`config.mk`:
```
export PLATFORM = sky130hd
export DESIGN_NAME = sdhc_rsp_rx
export DESIGN_NICKNAME = d
export VERILOG_FILES = /design/src/rtl/sdhc_pkg.sv /design/src/rtl/sdhc_crc7.sv /design/src/rtl/sdhc_rsp_rx.sv
export SDC_FILE = /design/constraint.sdc
export NUM_CORES = 1
export LEC_CHECK = 0
export ABC_CLOCK_PERIOD_IN_PS = 3720
export CAP_MARGIN = 10
export CORE_MARGIN = 2
export CORE_UTILIZATION = 51
export DETAILED_ROUTE_END_ITERATION = 8
export PLACE_DENSITY = 0.87
export SETUP_SLACK_MARGIN = 0.3
export SKIP_CTS_REPAIR_TIMING = 1
export SLEW_MARGIN = 5
export SYNTH_ARGS = -nofsm -noshare
export SYNTH_HDL_FRONTEND = slang
export SYNTH_SLANG_ARGS = --single-unit
```
`constraint.sdc`:
```
create_clock -name clk -period 3.72 [get_ports clk]
set_input_delay 0.372 -clock clk [delete_from_list [all_inputs] [get_ports clk]]
set_output_delay 0.372 -clock clk [all_outputs]
set_load 0.02 [all_outputs]
```
`src/rtl/sdhc_pkg.sv`:
```
// Shared definitions for the SD host command-response path.
// Holds the response receiver state encoding, frame lengths and the CRC7
// polynomial plus a single-step CRC7 helper used by sdhc_crc7.
package sdhc_pkg;

    // Response receiver states
    typedef enum logic [1:0] {
        RSP_IDLE       = 2'd0,
        RSP_WAIT_START = 2'd1,
        RSP_RECV       = 2'd2,
        RSP_DONE       = 2'd3
    } rsp_state_t;

    // Frame lengths including start and end bits
    localparam int RSP_SHORT_BITS = 48;
    localparam int RSP_LONG_BITS  = 136;

    // x^7 + x^3 + 1, implicit x^7 term
    localparam logic [6:0] CRC7_POLY = 7'h09;

    // One serial CRC7 step, data fed MSB first
    function automatic logic [6:0] crc7_step(input logic [6:0] crc, input logic din);
        logic fb;
        fb = din ^ crc[6];
        return {crc[5:0], 1'b0} ^ (fb ? CRC7_POLY : 7'h00);
    endfunction

endpackage

```
`src/rtl/sdhc_crc7.sv`:
```
// Serial CRC7 generator/checker shared by the command transmitter and the
// response receiver. clr has priority over en; register starts at zero.
module sdhc_crc7
    import sdhc_pkg::*;
(
    input  logic       clk,
    input  logic       rst_n,
    input  logic       clr,
    input  logic       en,
    input  logic       din,
    output logic [6:0] crc
);

    logic [6:0] crc_q;

    // CRC shift register: clear on request, otherwise absorb one bit per enable
    always_ff @(posedge clk or negedge rst_n) begin
        if (!rst_n) begin
            crc_q <= 7'h00;
        end else if (clr) begin
            crc_q <= 7'h00;
        end else if (en) begin
            crc_q <= crc7_step(crc_q, din);
        end
    end

    assign crc = crc_q;

endmodule

```
`src/rtl/sdhc_rsp_rx.sv`:
```
// SD command-line response receiver.
// Armed by the command transmitter, it hunts for the start bit, shifts in a
// 48-bit (R1/R3/R6/R7) or 136-bit (R2) response on sd_clk_rise strobes,
// checks CRC7 and framing, and emits a one-cycle rsp_valid pulse.
// Optional feature: define SDHC_RSP_TIMEOUT_EN to build the NCR timeout
// counter (TIMEOUT_CLKS strobes); otherwise WAIT_START waits until abort and
// rsp_timeout is tied low.
module sdhc_rsp_rx
    import sdhc_pkg::*;
#(
    parameter int DATAW        = 32,
    parameter int TIMEOUT_CLKS = 64
) (
    input  logic         clk,
    input  logic         rst_n,
    input  logic         sd_clk_rise,
    input  logic         sd_cmd_in,
    input  logic         arm,
    input  logic         long_rsp,
    input  logic         crc_skip,
    input  logic         abort,
    output logic         busy,
    output logic         rsp_valid,
    output logic [5:0]   rsp_index,
    output logic [127:0] rsp_data,
    output logic         rsp_crc_err,
    output logic         rsp_frame_err,
    output logic         rsp_timeout
);

    // Short responses keep only the argument field in the low DATAW bits
    localparam logic [127:0] ARG_MASK = (128'd1 << DATAW) - 128'd1;

    rsp_state_t   state_q, state_d;
    logic         long_q, long_d;
    logic         skip_q, skip_d;
    logic [7:0]   cnt_q, cnt_d;
    logic [5:0]   index_q, index_d;
    logic [127:0] data_q, data_d;
    logic [6:0]   rxcrc_q, rxcrc_d;
    logic         trans_err_q, trans_err_d;
    logic         crc_err_q, crc_err_d;
    logic         frame_err_q, frame_err_d;

    logic         crc_clr;
    logic         crc_en;
    logic [6:0]   crc_calc;
    logic [7:0]   bit_n;
    logic [7:0]   last_bit;
    logic         in_index;
    logic         in_payload;
    logic         in_crc_field;
    logic         in_crc_cover;

`ifdef SDHC_RSP_TIMEOUT_EN
    localparam int TMO_W = $clog2(TIMEOUT_CLKS + 1);
    logic [TMO_W-1:0] tmo_q, tmo_d;
    logic [TMO_W-1:0] tmo_next;
    logic             timeout_q, timeout_d;
`endif

    sdhc_crc7 u_crc7 (
        .clk   (clk),
        .rst_n (rst_n),
        .clr   (crc_clr),
        .en    (crc_en),
        .din   (sd_cmd_in),
        .crc   (crc_calc)
    );

    // Field decode for the bit about to be sampled (bit_n = position 1..last)
    always_comb begin
        bit_n    = cnt_q + 8'd1;
        last_bit = long_q ? 8'(RSP_LONG_BITS) : 8'(RSP_SHORT_BITS);
        in_index = (bit_n >= 8'd3) && (bit_n <= 8'd8);
        if (long_q) begin
            in_payload   = (bit_n >= 8'd9)   && (bit_n <= 8'd135);
            in_crc_field = (bit_n >= 8'd129) && (bit_n <= 8'd135);
            in_crc_cover = (bit_n >= 8'd9)   && (bit_n <= 8'd128);
        end else begin
            in_payload   = (bit_n >= 8'd9)   && (bit_n <= 8'd40);
            in_crc_field = (bit_n >= 8'd41)  && (bit_n <= 8'd47);
            in_crc_cover = (bit_n <= 8'd40);
        end
    end

`ifdef SDHC_RSP_TIMEOUT_EN
    // Saturating strobe count while waiting for the start bit
    always_comb begin
        tmo_next = (tmo_q == '1) ? tmo_q : tmo_q + 1'b1;
    end
`endif

    // Next-state and datapath updates; abort overrides everything else
    always_comb begin
        state_d     = state_q;
        long_d      = long_q;
        skip_d      = skip_q;
        cnt_d       = cnt_q;
        index_d     = index_q;
        data_d      = data_q;
        rxcrc_d     = rxcrc_q;
        trans_err_d = trans_err_q;
        crc_err_d   = crc_err_q;
        frame_err_d = frame_err_q;
        crc_clr     = 1'b0;
        crc_en      = 1'b0;
`ifdef SDHC_RSP_TIMEOUT_EN
        tmo_d       = tmo_q;
        timeout_d   = timeout_q;
`endif

        if (abort) begin
            state_d = RSP_IDLE;
        end else begin
            case (state_q)
                RSP_IDLE, RSP_DONE: begin
                    state_d = RSP_IDLE;
                    if (arm) begin
                        state_d     = RSP_WAIT_START;
                        long_d      = long_rsp;
                        skip_d      = crc_skip;
                        cnt_d       = 8'd0;
                        index_d     = 6'd0;
                        data_d      = 128'd0;
                        rxcrc_d     = 7'd0;
                        trans_err_d = 1'b0;
                        crc_err_d   = 1'b0;
                        frame_err_d = 1'b0;
                        crc_clr     = 1'b1;
`ifdef SDHC_RSP_TIMEOUT_EN
                        tmo_d       = '0;
                        timeout_d   = 1'b0;
`endif
                    end
                end

                RSP_WAIT_START: begin
                    if (sd_clk_rise) begin
                        if (!sd_cmd_in) begin
                            // Start bit is bit 1; it is only CRC-covered for short frames
                            state_d = RSP_RECV;
                            cnt_d   = 8'd1;
                            crc_en  = !long_q;
                        end else begin
`ifdef SDHC_RSP_TIMEOUT_EN
                            tmo_d = tmo_next;
                            if (32'(tmo_next) >= TIMEOUT_CLKS) begin
                                state_d   = RSP_DONE;
                                timeout_d = 1'b1;
                            end
`endif
                        end
                    end
                end

                RSP_RECV: begin
                    if (sd_clk_rise) begin
                        cnt_d  = bit_n;
                        crc_en = in_crc_cover;
                        if (bit_n == 8'd2) begin
                            trans_err_d = sd_cmd_in;
                        end
                        if (in_index) begin
                            index_d = {index_q[4:0], sd_cmd_in};
                        end
                        if (in_payload) begin
                            data_d = {data_q[126:0], sd_cmd_in};
                        end
                        if (in_crc_field) begin
                            rxcrc_d = {rxcrc_q[5:0], sd_cmd_in};
                        end
                        if (bit_n == last_bit) begin
                            state_d     = RSP_DONE;
                            frame_err_d = trans_err_q | ~sd_cmd_in;
                            crc_err_d   = skip_q ? 1'b0 : (crc_calc != rxcrc_q);
                            // Long payload lands in [127:1]; short keeps the argument only
                            data_d      = long_q ? {data_q[126:0], 1'b0} : (data_q & ARG_MASK);
                        end
                    end
                end

                default: begin
                    state_d = RSP_IDLE;
                end
            endcase
        end
    end

    // State and datapath registers
    always_ff @(posedge clk or negedge rst_n) begin
        if (!rst_n) begin
            state_q     <= RSP_IDLE;
            long_q      <= 1'b0;
            skip_q      <= 1'b0;
            cnt_q       <= 8'd0;
            index_q     <= 6'd0;
            data_q      <= 128'd0;
            rxcrc_q     <= 7'd0;
            trans_err_q <= 1'b0;
            crc_err_q   <= 1'b0;
            frame_err_q <= 1'b0;
        end else begin
            state_q     <= state_d;
            long_q      <= long_d;
            skip_q      <= skip_d;
            cnt_q       <= cnt_d;
            index_q     <= index_d;
            data_q      <= data_d;
            rxcrc_q     <= rxcrc_d;
            trans_err_q <= trans_err_d;
            crc_err_q   <= crc_err_d;
            frame_err_q <= frame_err_d;
        end
    end

`ifdef SDHC_RSP_TIMEOUT_EN
    // NCR timeout counter and flag
    always_ff @(posedge clk or negedge rst_n) begin
        if (!rst_n) begin
            tmo_q     <= '0;
            timeout_q <= 1'b0;
        end else begin
            tmo_q     <= tmo_d;
            timeout_q <= timeout_d;
        end
    end

    assign rsp_timeout = timeout_q;
`else
    assign rsp_timeout = 1'b0;
`endif

    assign busy          = (state_q == RSP_WAIT_START) || (state_q == RSP_RECV);
    assign rsp_valid     = (state_q == RSP_DONE);
    assign rsp_index     = index_q;
    assign rsp_data      = data_q;
    assign rsp_crc_err   = crc_err_q;
    assign rsp_frame_err = frame_err_q;

endmodule

```
; ---- Yosys cells after proc, flatten, opt, wreduce, memory -nomap -nowiden
; Index checks and enable logic that the tools add are counted.
[classes]
n_addsub = 1
order_cmp = 9
eq_ne = 20
n_mux = 52
bitwise_logic = 5
n_reduce_logical = 21
[op_table]
columns = cell, count
row1 = two-way mux 128 bit, 5
row2 = case mux 128 bit (2 select lines), 1
row3 = two-way mux 8 bit, 5
row4 = two-way mux 7 bit, 5
row5 = AND reduction 5 bit, 6
row6 = case mux 8 bit (3 select lines), 1
row7 = two-way mux 1 bit, 19
row8 = two-way mux 6 bit, 3
row9 = "!= test 3 bit, second input constant", 6
row10 = "<= comparator 8 x 6 -> 1 bit, second input constant", 2
row11 = "<= comparator 8 bit, second input constant", 2
row12 = "!= test 2 bit, second input constant", 8
row13 = case mux 7 bit (2 select lines), 1
row14 = case mux 6 bit (2 select lines), 1
row15 = two-way mux 2 bit, 5
row16 = "adder 8 x 1 -> 8 bit, second input constant", 1
row17 = "equality test 8 x 2 -> 1 bit, second input constant", 1
row18 = equality test 8 bit, 1
row19 = ">= comparator 8 x 2 -> 1 bit, second input constant", 1
row20 = ">= comparator 8 x 4 -> 1 bit, second input constant", 1
row21 = ">= comparator 8 x 6 -> 1 bit, second input constant", 1
row22 = ">= comparator 8 bit, second input constant", 1
row23 = "<= comparator 8 x 4 -> 1 bit, second input constant", 1
row24 = case mux 1 bit (2 select lines), 4
row25 = 18 further kinds, 26
[word_totals]
register_bits = 163
in_bits = 8
out_inout_bits = 139
elab_cells = 120

; ---- Longest topological paths before layout
[depth]
ltp_word = 9
depth_mapped = 13
ltp_nobuf = 9

; ---- Cells and area by module
; From an unflattened synthesis, not the netlist that was laid out.
[hier_totals]
hier_cells = 855
hier_area_um2 = 8211.6
[by_module_without_submodules]
columns = mod, instances, cells_each, area_per_inst_um2
row1 = sdhc_rsp_rx, 1, 827, 7903.8
row2 = sdhc_crc7, 1, 28, 307.8

; ---- Worst setup path after synthesis
; OpenSTA, ideal clock, no wires.
[synth_path]
kind = reg-to-reg
startpoint = reg cnt_q[0]
endpoint = reg data_q[10] (netlist: rsp_data[10])
setup_time_ps = 121
arrival_ps = 2535
setup_slack_ps = 1064
stages_incl_launch_ff = 12
path_buffers = 2
period_less_slack_ps = 2656
path_cell_list = dfrtp_1 -> buf_2 -> inv_1 -> ha_1 -> nand2b_1 -> o211ai_1 -> o211ai_1 -> o2bb2ai_1 -> o211a_1 -> a211o_1 -> buf_2 -> a22o_1
[synth_via]
elab_chain_cells = 6
word_cells_on_any_way = 14
[synth_lines]
columns = item, line
row1 = start: declaration, sdhc_rsp_rx.sv:37  ; logic [7:0] cnt_q, cnt_d;
row2 = start signal: assignment, sdhc_rsp_rx.sv:207  ; cnt_q <= cnt_d;
row3 = adder 8 x 1 -> 8 bit (*), sdhc_rsp_rx.sv:73  ; bit_n = cnt_q + 8'd1;
row4 = ">= comparator 8 x 4 -> 1 bit, or another cell as far along", "sdhc_rsp_rx.sv:77, sdhc_rsp_rx.sv:81"
row5 = logical AND 1 bit (on tied branches), "sdhc_rsp_rx.sv:81, sdhc_rsp_rx.sv:77"
row6 = two-way mux 1 bit, sdhc_rsp_rx.sv:76  ; if (long_q) begin
row7 = != test 3 bit (no line), --
row8 = AND reduction 6 bit (no line), --
row9 = end signal: assignment, sdhc_rsp_rx.sv:209  ; data_q <= data_d;
row10 = end: declaration, sdhc_rsp_rx.sv:39  ; logic [127:0] data_q, data_d;
; Every way passes the cells marked *; elsewhere a longest branch is shown, timed or not. The select of a mux whose other input is x is not followed.
; A chain may end at the register's enable or synchronous reset.

; ---- Worst setup path in the final report
[layout_path]
startpoint = reg cnt_q[3]
endpoint = reg data_q[114] (netlist: rsp_data[114])
[layout_via]
elab_chain_cells = 6
word_cells_on_any_way = 13
[layout_lines]
columns = item, line
row1 = adder 8 x 1 -> 8 bit (*), sdhc_rsp_rx.sv:73
row2 = ">= comparator 8 x 4 -> 1 bit, or another cell as far along", "sdhc_rsp_rx.sv:77, sdhc_rsp_rx.sv:81"
row3 = logical AND 1 bit (on tied branches), "sdhc_rsp_rx.sv:81, sdhc_rsp_rx.sv:77"
row4 = two-way mux 1 bit, sdhc_rsp_rx.sv:76
row5 = != test 3 bit (no line), --
row6 = AND reduction 5 bit (no line), --
; Marked as above.

==> metrics.csv <==
stage;metric;value;unit
sta;finalCritPeriodShare;81.9;%
power;leakage;0.00402;uW
synth;synth_cell_types;60;
die;start_util;51.9;%
global_route;grt_use_met1;33.0;%
detailed_routing;drt-pass1-iter-count;5;
worst_setup_path;reg2regPathDepth;8;
placed_design;dpl.hpwl;12100;um
worst_hold_path;min_path_type;in -> async;
detailed_routing;vias_per_cell;5.81;
worst_setup_path;rr_startpoint;cnt_q[3];
sta;rsz0062_at_grt;false;
worst_setup_path;startpoint_type;flop;
detailed_routing;detail_route.wl_per_cell;16.8;um
synth;ys_seq_area_share;54.3;%
sta;setup_violations;0;
synth;syn_area;7510;um2
synth;ys_ff_latch;163;
finish;multi_input_area;3030;um2
clock_network;cts_root_buffer;clkbuf_16;
worst_setup_path;worstPathCellList;nand2_1 > nor4_2 > o21ai_2 > or3_1 > o211a_2 > or2_2 > buf_12 > o21ai_0;
synth;synthTopCellsByArea;dfrtp_1 54%, o21ai_0 12%, nand2_1 6.9%, a22o_1 3.6%, o21ai_1 2.7%;
finish;area_delta_synth_final;28.0;%
sta;fin_crit;3.05;ns
sta;fin_skew;0.00988;ns
worst_setup_path;reg2reg_to;rsp_data[114];
sta;setup_tns;0;ns
worst_setup_path;startpoint;cnt_q[3];
worst_setup_path;cpMaxStageDelayCell;dfrtp_1;
synth;ys_top_cells_by_count;179 x o21ai_0, 163 x dfrtp_1, 138 x nand2_1;
synth;ys_warn_count;0;
die;die-area;15700;um2
global_route;top_usage_layer;met2;
placed_design;io_buffer_count;145;
job;drv_cap;0;
finish;register_area;4080;um2
detailed_routing;drcViolationCount;0;
finish;finish.utilization;66.4;%
clock_network;numCtsBuffers;17;
synth;yosysTopAreaCell;dfrtp_1;
global_route;grt-ovfl-total;0;
sta;slew_violations;0;
power;peakVddDrop;0.452;mV
synth;syn-num-nets;810;
synth;synth_ff_type;dfrtp_1;
worst_setup_path;worstSetupEndpoint;rsp_data[114];
clock_network;clk_path_buf_depth;2;
global_route;grtUsageTotal;23.6;%
clock_network;worstSkewPairLatency;0.43;ns
die;die_x;125;um
global_route;antenna_found_initial;0;
detailed_routing;routed_wl;18500;um
synth;synthCells;794;
synth;synth-async-reset-ratio;100;%
synth;syn_avg_cell_area;9.46;um2
detailed_routing;vias;6395;
power;p_per_area;489;nW/um2
placed_design;gp_routability_congestion;0.898;
worst_setup_path;crit_type;reg -> reg;
clock_network;cts.sinks;163;
synth;synth_edf_count;0;
global_route;grt_util_met3;6.12;%
synth;synthMostInstantiatedCell;o21ai_0;
die;fp-row-count;44;
worst_setup_path;crit_required;4.04;ns
sta;worst_slew_pin_slew;0.813;ns
global_route;grt_pass1_vias;5927;
worst_setup_path;critPathMaxStageDelay;0.70;ns
sta;relSlewSlack;45.8;%
die;die_h;125;um
sta;fmax;328;MHz
detailed_routing;drt-initial-drc-count;640;
clock_network;cts_tree;built;
sta;hold_viol_final;3;
worst_setup_path;r2r_slack;0.67;ns
finish;nets;921;
clock_network;clk_pin_slew_worst_paths;0.06;ns
detailed_routing;ant_nets;0;
worst_setup_path;end_kind;flop;
status;status;complete, but fails checks;
sta;holdWs;-0.0117;ns
worst_setup_path;crit_fanout;49;
synth;synth_top_area_share;54.3;%
die;io-pin-count;147;
finish;fillCellCount;1124;
die;core;14500;um2
global_route;grt_pass1_wl;30300;um
global_route;grt_use_met2;37.3;%
clock_network;htreeDepth;4;
worst_setup_path;arrival;3.37;ns
finish;drive_gt1_share;6.32;%
finish;antenna_cells;0;
global_route;grt_max_degree;102;
status;violations;negative hold slack;
[flip-flops by register name (all words and copies together), names as in the netlist, 2 cells and up]
signal / count
rsp_index: 6
rxcrc_q: 7
u_crc7.crc: 7
state_q: 2
rsp_data: 128
cnt_q: 8
[layer usage]
layer / up-vias / wire length, um
met5: - / 0
met4: 0 / 200
met3: 22 / 1270
met2: 270 / 8890
met1: 3111 / 8130
li1: 2992 / -
[worst min path at each step]
stage          cells past startpoint  slack [ns]      endpoint   from
3_5_place_dp                       1        0.48  rsp_data[14]  rst_n
4_1_cts                            1        0.03  rsp_data[12]  rst_n
3_3_place_gp                       1        0.48  rsp_data[15]  rst_n
6_report                           1       -0.01  rsp_data[12]  rst_n
5_1_grt                            1        0.06  rsp_data[14]  rst_n
2_1_floorplan                      0        0.08      cnt_q[0]  rst_n
[power by group]
part | switching [uW] | leakage [uW] | internal, uW | total (uW)
sequential | 61.8 | 0.00227 | 1830 | 1900
combinational | 809 | 0.00148 | 295 | 1100
clock | 680 | 0.000276 | 1020 | 1700
total | 1550 | 0.00402 | 3150 | 4700
[through the flow]
| stage | cell area [um2] | worst slack [ns] | power (uW) | std cells |
|---|---|---|---|---|
| 2_1_floorplan | 7510 | 1.06 | 2700 | 794 |
| 3_3_place_gp | 9040 | 0.839 | 3010 | 1070 |
| 3_5_place_dp | 9040 | 0.756 | 3020 | 1070 |
| 4_1_cts | 9610 | 0.739 | 4710 | 1101 |
| 5_1_grt | 9610 | 0.421 | 4910 | 1101 |
| 6_report | 9610 | 0.672 | 4700 | 1101 |
[cell usage in the layout (no fill, tap or decap), drive strengths merged, types with 3 or more instances in the layout]
cell and n:
buf 16, and3 5, nand2b 3, xor2 7, a21oi 13, clkbuf 22
dfrtp 163, or3 4, mux2i 13, inv 25, o31ai 4, nor4 4
nand2 139, a311oi 3, nand4 4, o211ai 3, nor2b 3, xnor2 7
a22o 31, clkdlybuf4s50 144, clkinv 4, nand3 9, nor3 5, ha 8
o21ai 221, nor2 17
[cell type report]
cell class / count / area share (%)
Clock buffer: 22 / 4.83
Inverter: 24 / 0.937
Tap cell: 184 / 2.40
Clock inverter: 9 / 1.08
Timing Repair Buffer: 160 / 16.8
Sequential cell: 163 / 42.4
Multi-Input combinational cell: 539 / 31.5
[cells by family after synthesis]
logic type                 share of synthesized area (%)
and+or+nand+nor                                     11.8
buffers and inverters                               5.58
DFF                                                 54.3
other                                             0.0499
AOI/OAI and AO/OA                                   23.2
adders and majority gates                           1.33
xor gates and xnor gates                            1.63
muxes                                               2.03
[critical path, delay by kind of cell, from the launching register on]
kind / cells / cell delay, ns
buf+inv: 1 / 0.22
simple gates: 4 / 1.49
compound gates: 3 / 0.52
flops: 1 / 0.70
No activity file was read; power rests on OpenSTA's default activity.
==> variant 1, RTL diff (config.mk and constraints unchanged) <==
Put one more register stage on the output `rsp_data`, without a reset. The value now appears one clock later. The other outputs are not delayed to match.
--- a/src/rtl/sdhc_rsp_rx.sv
+++ b/src/rtl/sdhc_rsp_rx.sv
@@ -235,5 +235,7 @@
     assign rsp_valid     = (state_q == RSP_DONE);
     assign rsp_index     = index_q;
-    assign rsp_data      = data_q;
+    always_ff @(posedge clk) begin
+        rsp_data <= data_q;
+    end
     assign rsp_crc_err   = crc_err_q;
     assign rsp_frame_err = frame_err_q;
Function: no difference found for any inputs over 4 cycles, from zero or initial values and one cycle with rst_n low; that may be too few to reach the edited logic, so the function may still have changed.
==> variant 1 against the unedited design <==
Sequential cell count rose by 128; area after synthesis up 35%; combinational power grew 36%; non-clock buffer count is 3 higher; worst hold slack gained 0.37 ns; wire length up 22%; first-iteration DRC count is 32% lower; setup slack got worse by 0.14 ns; design area increased by 33%; total power up 64%; critical endpoint is now data_q[6].
==> variant 1: results (changes against the unedited design) <==
| Metric | Value |
|---|---|
| Status | `complete, no violations` |
| Synth cell count leaders | `216 x o21ai_0, 163 x dfrtp_1, 144 x nand2_1` |
| Slowest stage delay, CP | `0.59 ns (-0.11 ns)` |
| Placed insts | `1287 (+20%)` |
| Post-synthesis async set-or-reset flop share | `0.560 (-0.440)` |
| CTS sink count | `291 (+79%)` |
| Max Clk Rate | `313 MHz (-4.5%)` |
| Clock buf/inv share | `0.0774 (+0.0183)` |
| Reg2Reg Depth | `9 (+1)` |
| Buffers, non-clock | `163 (+1.9%)` |
| Htree depth | `1 (-3)` |
| Signal buf overhead | `0.128 (-0.0398)` |
| Multi-input gate count | `545 (+1.1%)` |
| Layout fillers | `1410 (+25%)` |
| Seq/total area | `0.519 (+0.0950)` |
| PwrDens | `604 nW/µm² (+24%)` |
| Top post-synthesis cells by area | `dfrtp_1 40%, dfxtp_1 25%, o21ai_0 11%` |
| Reg2reg setup slack | `0.53 ns (-0.14 ns)` |
| Cell Area, Placed | `11800 µm² (+30%)` |
| Skew-Pair Late Insertion Delay | `0.55 ns (+0.12 ns)` |
| Clk_skew | `0.0107 ns (+0.000870 ns)` |
| Footprint of the multi-input gates | `3090 µm² (+2.1%)` |
| Gpl congestion | `0.918 (+2.3%)` |
| All-Layer GR Usage | `0.213 (-0.0230)` |
| Crit-path max FO | `32 (-35%)` |
| Min-delay worst type | `input pin to register` |
| First-pass GRT wire length | `36300 µm (+20%)` |
| Wire per inst | `16.8 µm (-0.14%)` |
| Layout cells sized above 1 | `0.0780 (+0.0147)` |
-- variant 1: cells by family after synthesis --
family,synth area share
flip-flops,0.657
buffers and inverters,0.0393
AND/OR/NAND/NOR,0.0898
other,0.000371
AO/OA/AOI/OAI,0.179
multiplexers,0.0142
XOR/XNOR,0.0113
adder cells (fa/ha/maj),0.00990
-- variant 1: layer usage --
metal	global-route usage	up-vias	routed length (µm)
li1	-	3447	-
met1	0.298	3596	9790
met2	0.347	248	10800
met3	0.0342	46	1450
met4	0.0618	0	497
met5	0	-	0
-- variant 1: worst min-delay path, stage by stage --
cell	delay, ns
clkdlybuf4s50_1	0.40
nand2_1	0.06
nand2_1	0.04
-- variant 1: worst max-delay path by stage --
stage,to,start,depth (start not counted)
after detailed placement,data_q[11],cnt_q[0],9
after global routing,data_q[25],cnt_q[0],9
after CTS,data_q[6],cnt_q[0],9
after global placement,data_q[26],cnt_q[0],9
after floorplan,data_q[11],cnt_q[0],12
final,data_q[6],cnt_q[0],9
==> variant 2, RTL diff (same settings) <==
Made on the original files. Build with the macro `SDHC_RSP_TIMEOUT_EN` defined.
--- a/src/rtl/sdhc_rsp_rx.sv
+++ b/src/rtl/sdhc_rsp_rx.sv
@@ -6,4 +6,6 @@
 // counter (TIMEOUT_CLKS strobes); otherwise WAIT_START waits until abort and
 // rsp_timeout is tied low.
+`define SDHC_RSP_TIMEOUT_EN
+
 module sdhc_rsp_rx
     import sdhc_pkg::*;
Function: no difference found for any inputs over 4 cycles, from zero or initial values and one cycle with rst_n low; that may be too few to reach the edited logic, so the function may still have changed.
==> variant 2 against the unedited design <==
Total power up 33%; combinational power is 91% higher; area after synthesis grew 17%; wire length rose by 8.9%; setup slack got worse by 0.078 ns; worst hold slack better by 0.10 ns; largest power group unchanged; final cell count is 15% higher; sequential cell count is 8 higher; design area up 15%.
==> variant 2: results (changes against the unedited design) <==
| Metric | Value |
|---|---|
| Status | `complete, no violations` |
| Pre-CTS setup slack | `0.393 ns (-0.363 ns)` |
| Post-synthesis cell type count | `57 (-5.0%)` |
| Post-synthesis async set-or-reset flop share | `1.00 (unchanged)` |
| Sequential fraction of the synthesis area | `0.485 (-0.0580)` |
| Family with the most delay on the worst path | `compound AO/OA/AOI/OAI gates` |
| Top post-synthesis cells by area | `dfrtp_1 49%, mux2i_1 12%, nand2_1 7.1%` |
| Pre-Repair DR Iteration Count | `5 (unchanged)` |
| Gpl congestion | `1.00 (+11%)` |
| Vias in the first global route | `6586 (+11%)` |
| Skew-Pair Late Insertion Delay | `0.43 ns (about the same)` |
| Count of input and output buffers | `146 (+0.69%)` |
| Syn_area_per_cell | `9.71 µm² (+2.6%)` |
| Clk root buf | `clkbuf_16` |
| Reg2reg setup slack | `0.59 ns (-0.08 ns)` |
| Num CTS Buffers | `17 (unchanged)` |
| Via count | `6952 (+8.7%)` |
| Int Pwr | `0.00397 W (+26%)` |
| WL final | `20100 µm (+8.9%)` |
| Total Power | `0.00623 W (+33%)` |
| Non-Filler Instances | `1270 (+15%)` |
| Crit-path slowest cell | `or4b_2` |
| Initial antenna violation count | `0 (unchanged)` |
| Htree depth | `4 (unchanged)` |
| Placed insts | `1238 (+16%)` |
| Layout fillers | `1377 (+23%)` |
| Maximum VDD drop | `0.459 mV (+1.5%)` |
| Ant. Diodes | `0 (unchanged)` |
| Syn. warnings | `0 (unchanged)` |
| Min-delay worst type | `input pin to asynchronous set/reset pin` |
| Layout cells sized above 1 | `0.0737 (+0.0104)` |
| Largest net degree at the start of global routing | `115 (+13%)` |
| Cell Area, Placed | `10400 µm² (+15%)` |
| Longest Clk Path Bufs | `2 (unchanged)` |
| Slowest stage delay, CP | `0.63 ns (-0.07 ns)` |
| Clk_skew | `0.0136 ns (+0.00376 ns)` |
| DP HPWL | `13400 µm (+11%)` |
| First-pass GRT wire length | `32900 µm (+8.7%)` |
| Fin nets | `1049 (+14%)` |
| Worst path arrival time | `3.47 ns (+0.10 ns)` |
| WHS | `0.0910 ns (+0.103 ns)` |
| Reg clk slew, reported paths | `0.07 ns` |
| Post-synth net total | `926 (+14%)` |
| Synth cell count leaders | `171 x dfrtp_1, 166 x nand2_1, 119 x inv_1` |
| DRT iter0 DRCs | `546 (-15%)` |
| Worst slew pin tran | `1.05 ns (+0.237 ns)` |
| Largest register FFs | `128 (unchanged)` |
| Reg power frac | `0.383 (-0.021)` |
| Crit-path max FO | `34 (-31%)` |
| Leak pwr | `4.95 nW (+23%)` |
| All-Layer GR Usage | `0.223 (-0.0133)` |
| Gate power share | `0.338 (+0.103)` |
| Max Clk Rate | `320 MHz (-2.5%)` |
variant 2: cell count changes in the layout (fill, tap and decap cells not counted), moves of 7 or more:
cell / before / now
a211oi_1: 1 / 31
nor2b_1: 3 / 10
nor2_1: 17 / 24
inv_1: 24 / 119
o21ai_1: 41 / 1
and2_1: 2 / 34
a22o_1: 31 / 0
dfrtp_1: 163 / 171
o21ai_0: 179 / 18
a221o_1: 1 / 30
mux2i_1: 13 / 109
nand2_1: 138 / 166
variant 2: cell type report:
type,count,area (µm²),area share
Multi-Input combinational cell,558,3810,0.345
Clock buffer,18,439,0.0398
Clock inverter,14,135,0.0123
Sequential cell,171,4280,0.388
Timing Repair Buffer,165,1640,0.149
Inverter,119,447,0.0405
Tap cell,225,282,0.0255
variant 2: worst paths after layout:
kind                             start           end  cells past startpoint
setup / recovery              cnt_q[1]   rsp_data[0]                      9
hold / removal                   rst_n   rsp_data[9]                      1
setup reg to reg              cnt_q[1]   rsp_data[0]                      9
hold reg to reg            trans_err_q   trans_err_q                      2
max in group asynchronous        rst_n  rsp_data[96]                      2
min in group clk           trans_err_q   trans_err_q                      2
variant 2: metal layers:
| metal | global-route usage | share of wire | vias to the layer above |
|---|---|---|---|
| met5 | 0 | 0 | - |
| met1 | 0.302 | 0.45 | 3394 |
| li1 | - | - | 3307 |
| met2 | 0.366 | 0.48 | 210 |
| met3 | 0.0441 | 0.051 | 41 |
| met4 | 0.0648 | 0.018 | 0 |
variant 2: cell families after synthesis:
| logic type | Yosys count | share of synthesized area |
|---|---|---|
| and+or+nand+nor | 270 | 0.138 |
| buffers and inverters | 180 | 0.0879 |
| DFF | 171 | 0.485 |
| AOI/OAI and AO/OA | 145 | 0.126 |
| muxes | 114 | 0.130 |
| xor gates and xnor gates | 20 | 0.0199 |
| adders and majority gates | 9 | 0.0128 |
